File: config.mk
export PLATFORM = sky130hd
export DESIGN_NAME = led_expansion_driver
export DESIGN_NICKNAME = d
export VERILOG_FILES = /design/src/rtl/led_expansion_driver_pkg.sv /design/src/rtl/led_tick_gen.sv /design/src/rtl/led_expansion_driver.sv
export SDC_FILE = /design/constraint.sdc
export NUM_CORES = 1
export LEC_CHECK = 0
export CAP_MARGIN = 10
export CORE_ASPECT_RATIO = 0.7
export CORE_MARGIN = 1
export CORE_UTILIZATION = 50
export DETAILED_ROUTE_END_ITERATION = 10
export GPL_TIMING_DRIVEN = 0
export PLACE_DENSITY = 0.7
export REMOVE_ABC_BUFFERS = 1
export SLEW_MARGIN = 20
export SYNTH_ARGS = -nofsm -noshare
export SYNTH_HDL_FRONTEND = slang
export SYNTH_SLANG_ARGS = --single-unit
File: constraint.sdc
create_clock -name Clk -period 3.9 [get_ports Clk]
set_input_delay 1.17 -clock Clk [delete_from_list [all_inputs] [get_ports Clk]]
set_output_delay 1.17 -clock Clk [all_outputs]
set_load 0.01 [all_outputs]
File: src/rtl/led_expansion_driver_pkg.sv
// Shared encodings and the single-step LED transform for the LED expansion driver.
package led_expansion_driver_pkg;

    typedef enum logic [1:0] {
        MODE_STATIC    = 2'd0,
        MODE_ROT_LEFT  = 2'd1,
        MODE_ROT_RIGHT = 2'd2,
        MODE_BLINK     = 2'd3
    } mode_e;

    typedef enum logic [1:0] {
        ST_IDLE = 2'd0,
        ST_RUN  = 2'd1,
        ST_DONE = 2'd2
    } state_e;

    localparam logic [7:0] LED_RESET = 8'h01;

    // blink_dark=1 means the previous blink step blanked the LEDs, so the next one restores the pattern
    function automatic logic [7:0] step_led(input mode_e mode, input logic [7:0] led,
                                            input logic [7:0] pattern, input logic blink_dark);
        logic [7:0] res;
        res = led;
        case (mode)
            MODE_STATIC:    res = led;
            MODE_ROT_LEFT:  res = {led[6:0], led[7]};
            MODE_ROT_RIGHT: res = {led[0], led[7:1]};
            MODE_BLINK:     res = blink_dark ? pattern : 8'h00;
            default:        res = led;
        endcase
        return res;
    endfunction

endpackage

File: src/rtl/led_tick_gen.sv
// Animation prescaler: one-cycle tick every TICK_DIV enabled cycles, restartable via clear.
module led_tick_gen #(
    parameter int unsigned TICK_DIV = 16777216
) (
    input  logic Clk,
    input  logic Rst,
    input  logic clear,
    input  logic enable,
    output logic tick
);

    localparam int unsigned CNT_W = (TICK_DIV > 2) ? $clog2(TICK_DIV) : 1;
    localparam logic [CNT_W-1:0] CNT_MAX = CNT_W'(TICK_DIV - 1);

    logic [CNT_W-1:0] cnt_q;
    logic [CNT_W-1:0] cnt_d;

    assign tick = enable && (cnt_q == CNT_MAX);

    always_comb begin
        cnt_d = cnt_q;
        if (clear) begin
            cnt_d = '0;
        end else if (enable) begin
            cnt_d = (cnt_q == CNT_MAX) ? '0 : cnt_q + 1'b1;
        end
    end

    always_ff @(posedge Clk) begin
        if (Rst) begin
            cnt_q <= '0;
        end else begin
            cnt_q <= cnt_d;
        end
    end

endmodule

File: src/rtl/led_expansion_driver.sv
// Command-driven LED animator: accepts a pattern/mode/step-count and steps it on prescaler ticks.
module led_expansion_driver
    import led_expansion_driver_pkg::*;
#(
    parameter int unsigned TICK_DIV = 16777216
) (
    input  logic       Clk,
    input  logic       Rst,
    input  logic       CmdValid,
    output logic       CmdReady,
    input  logic [7:0] CmdPattern,
    input  logic [1:0] CmdMode,
    input  logic [7:0] CmdSteps,
    output logic [7:0] LED,
    output logic       Busy,
    output logic       Done
);

    state_e     state_q, state_d;
    mode_e      mode_q, mode_d;
    logic [7:0] led_q, led_d;
    logic [7:0] pattern_q, pattern_d;
    logic [7:0] remain_q, remain_d;
    logic       dark_q, dark_d;
    logic       ready_q, ready_d;
    logic       busy_q, busy_d;
    logic       done_q, done_d;

    logic accept;
    logic tick;

    assign accept = CmdValid && ready_q;

    // Prescaler only runs in RUN and restarts on every accepted command
    led_tick_gen #(
        .TICK_DIV(TICK_DIV)
    ) u_tick_gen (
        .Clk   (Clk),
        .Rst   (Rst),
        .clear (accept || (state_q != ST_RUN)),
        .enable(state_q == ST_RUN),
        .tick  (tick)
    );

    always_comb begin
        state_d   = state_q;
        mode_d    = mode_q;
        led_d     = led_q;
        pattern_d = pattern_q;
        remain_d  = remain_q;
        dark_d    = dark_q;

        case (state_q)
            ST_RUN: begin
                if (tick) begin
                    led_d = step_led(mode_q, led_q, pattern_q, dark_q);
                    if (mode_q == MODE_BLINK) begin
                        dark_d = !dark_q;
                    end
                    // remain_q==0 marks an endless command, so only finite counts decrement
                    if (remain_q != 8'd0) begin
                        remain_d = remain_q - 8'd1;
                        if (remain_q == 8'd1) begin
                            state_d = ST_DONE;
                        end
                    end
                end
            end
            ST_DONE: state_d = ST_IDLE;
            default: state_d = state_q;
        endcase

        // A new command overrides whatever the tick would have done this cycle
        if (accept) begin
            led_d     = CmdPattern;
            pattern_d = CmdPattern;
            mode_d    = mode_e'(CmdMode);
            remain_d  = CmdSteps;
            dark_d    = 1'b0;
            state_d   = ST_RUN;
        end

        busy_d  = (state_d == ST_RUN);
        done_d  = (state_d == ST_DONE);
        ready_d = (state_d == ST_IDLE) || ((state_d == ST_RUN) && (remain_d == 8'd0));
    end

    always_ff @(posedge Clk) begin
        if (Rst) begin
            state_q   <= ST_IDLE;
            mode_q    <= MODE_STATIC;
            led_q     <= LED_RESET;
            pattern_q <= 8'h00;
            remain_q  <= 8'd0;
            dark_q    <= 1'b0;
            ready_q   <= 1'b1;
            busy_q    <= 1'b0;
            done_q    <= 1'b0;
        end else begin
            state_q   <= state_d;
            mode_q    <= mode_d;
            led_q     <= led_d;
            pattern_q <= pattern_d;
            remain_q  <= remain_d;
            dark_q    <= dark_d;
            ready_q   <= ready_d;
            busy_q    <= busy_d;
            done_q    <= done_d;
        end
    end

    assign CmdReady = ready_q;
    assign Busy     = busy_q;
    assign Done     = done_q;
    assign LED      = led_q;

endmodule

==> results_dict.tcl <==
set metrics [dict create \
    status "finished clean" \
    slowest_stage "clkdlybuf4s50_1" \
    crit_required_ns 4.06 \
    die_h_um 65.1 \
    antenna_left 0 \
    powerDensity_nw_per_um2 355 \
    p_int_uw 862 \
    ys_warn_count 0 \
    met1_length_um 3480 \
    die_w_um 92.1 \
    ys.flop_type "dfxtp_1" \
    r2r_setup_slack_ns 0.95 \
    post_cts_resized 0 \
    io_pins 32 \
    post-route-util 0.610 \
    hold_class "reg2reg" \
    path_cells "clkdlybuf4s50_1, nor2_1, inv_1, a211oi_1, nor2_1, nand4_1, o22ai_1" \
    grt_max_degree 30 \
    synth_edf_count 0 \
    hold_end "pattern_q[6]$_SDFFE_PP0P_" \
    startpoint_type "input pin" \
    gp_congestion 0.921 \
    p_leak_uw 0.00111 \
    holdPathStages 2 \
    grt_antenna_before_repair 0 \
    synth_cells 351 \
    rr_startpoint "state_q[1]$_SDFF_PP0_" \
    fmax_mhz 309 \
    dr.pass1.iters 4 \
    seqPwrFrac 0.533 \
    insertedDiodeCount 0 \
    syn_to_final_growth_pct 15.2 \
    endpoint_kind "register" \
    grt-ovfl-total 0 \
    clockBufferDepth 2 \
    synth_async_sr_flop_share 0 \
    place_inst 435 \
    tns_ns 0 \
    synth_most_common_cell "dfxtp_1" \
    syn_area_um2 2840 \
    rsz0062_at_grt "no" \
    nFillCells 480 \
    holdBufCountCts 0 \
    final-setup-viol-count 0 \
    grt_pass1_vias 2200 \
    nets 396 \
    switching_share 0.257 \
    grt_pass1_wl_um 10700 \
    maxCapViolCount 0 \
    initial_utilization 0.529 \
    power_uw 1160 \
    cp_max_fo 29 \
    ys_ff_latch 56 \
    first_iter_violations 150 \
    slew_viol_final 0 \
    syn_area_per_cell_um2 8.09 \
    dp_hpwl_um 4510 \
    arrival_ns 3.40 \
    port-buffer-count 31 \
    min_from "pattern_q[6]$_SDFFE_PP0P_" \
    cts_buffers 5 \
    critPathKind "in2reg" \
    synthTopCellsByCount "dfxtp_1, nor2_1, nand2_1" \
    grt_usage 0.227 \
    clock-sinks 56 \
    slew_headroom 0.296 \
    instances_no_fill 443 \
    netlist.area_leader.share 0.395 \
    dieArea_um2 5990 \
    cts_tree "built" \
    timing.critical_path.mode_cell "nor2_1" \
    post-route-drc-count 0 \
    core_um2 5370 \
    cts_max_level 2 \
    rr_endpoint "LED[0]$_SDFFE_PP1P_" \
    via_per_inst 5.55 \
    peakVddDrop_v 0.000164 \
    synth_seq_area_share 0.395 \
    core.rowCount 22 \
    met2_length_um 2330 \
    combPwrFrac 0.141 \
    clkTransAtPathRegs_ns 0.10 \
    wl_met3_um 456 \
    root_buffer "clkbuf_8" \
    synth_area_leaders "dfxtp_1, nor2_1, nand2_1, xor2_1, nand3_1" \
    post_cts_buffers 0 \
    reg2reg_depth 9 \
    clockPowerShare 0.326 \
    critPathBufInv 2 \
    cp_top_family "buffers and inverters" \
    finalCritPeriodShare 0.829 \
    worst_slew_pin_slew_ns 1.05 \
    max_stage_delay_ns 0.95 \
    dr_total_vias 2458 \
    final-hold-violation-count 0 \
    clk_latency_ns 0.31 \
    synth_cell_types 47 \
    top_layer "met4" \
    skew_ns 0.0128 \
    wl_per_cell_um 14.2 \
    post-route-min-period_ns 3.23 \
    synth_top_cell_by_area "dfxtp_1" \
    drive_above_1_share 0.0728 \
    drt_wl_total_um 6280 \
    whs_ns 0.464 \
    p_sw_uw 299 \
]
-- worst max-delay path by stage --
stage                                         to  slack, ns     start  cells past startpoint
2_1_floorplan                CmdReady$_SDFF_PP1_       1.42  CmdValid                      7
3_3_place_gp   u_tick_gen.cnt_q[22]$_SDFFE_PP0P_       0.36       Rst                      5
3_5_place_dp    u_tick_gen.cnt_q[4]$_SDFFE_PP0P_       0.33       Rst                      5
4_1_cts         u_tick_gen.cnt_q[4]$_SDFFE_PP0P_       0.68       Rst                      5
5_1_grt         u_tick_gen.cnt_q[4]$_SDFFE_PP0P_       0.46       Rst                      5
6_report                     CmdReady$_SDFF_PP1_       0.67       Rst                      7
-- cell families (layout without fill, tap and decap cells) --
family                   after synthesis  count (layout)  synth area share
multiplexers                          12              12            0.0458
AND/OR/NAND/NOR                      183             183             0.327
adder cells (fa/ha/maj)                5               5            0.0220
XOR/XNOR                              23              23            0.0709
buffers and inverters                 28              48            0.0383
flip-flops                            56              56             0.395
AO/OA/AOI/OAI                         44              44             0.101
-- layout by cell type, fill, tap and decap left out, drive strengths merged, types with 4 or more instances in the layout --
| cell type | n |
|---|---|
| nor2 | 53 |
| xnor2 | 9 |
| inv | 8 |
| nor3 | 8 |
| and2 | 4 |
| mux2i | 4 |
| nand2b | 9 |
| a31oi | 10 |
| or4 | 4 |
| mux2 | 8 |
| dfxtp | 56 |
| clkdlybuf4s50 | 31 |
| clkbuf | 6 |
| nand4 | 15 |
| or2 | 4 |
| and3 | 7 |
| nand2 | 41 |
| ha | 5 |
| nand3 | 21 |
| a21oi | 19 |
| xor2 | 14 |
| nor4 | 9 |
-- power by group through the flow --
stage	sequential, µW	combinational [µW]	clock [µW]
after floorplan	628	93.2	0
after global placement	631	161	0
after detailed placement	631	162	0
after CTS	618	163	390
after global routing	623	182	409
final	619	164	379
-- tightest hold or removal path: cells and delay by family, from the launching register on --
family | cells | cell delay, ns
compound gates | 1 | 0.05
flops | 1 | 0.32
simple gates | 1 | 0.05
-- layer usage --
metal,global-route usage,up-vias
met5,0,-
met1,0.357,1127
li1,-,1266
met2,0.306,63
met3,0.0610,2
met4,0.0352,0
-- layout make-up --
cell class / count / area, µm² / share of cell area
clock buffers: 6 / 72.6 / 0.0222
clock inverters: 2 / 35.0 / 0.0107
inverters: 9 / 33.8 / 0.0103
multi-input cells: 267 / 1610 / 0.492
flip-flops and latches: 56 / 1120 / 0.343
well taps: 72 / 90.1 / 0.0275
repair buffers: 31 / 310 / 0.0948
-- sequential cells by signal, indices dropped and copies added, names as in the netlist --
name              count
u_tick_gen.cnt_q     24
LED                   8
pattern_q             8
remain_q              8
mode_q                2
state_q               2
Busy                  1
CmdReady              1
Done                  1
dark_q                1
-- stage by stage --
step	worst slack (ns)	area, µm²
2_1_floorplan	1.42	2770
3_3_place_gp	0.357	3170
3_5_place_dp	0.326	3170
4_1_cts	0.676	3270
5_1_grt	0.458	3270
6_report	0.666	3270
Note: power is estimated with default switching activity, not from simulation.
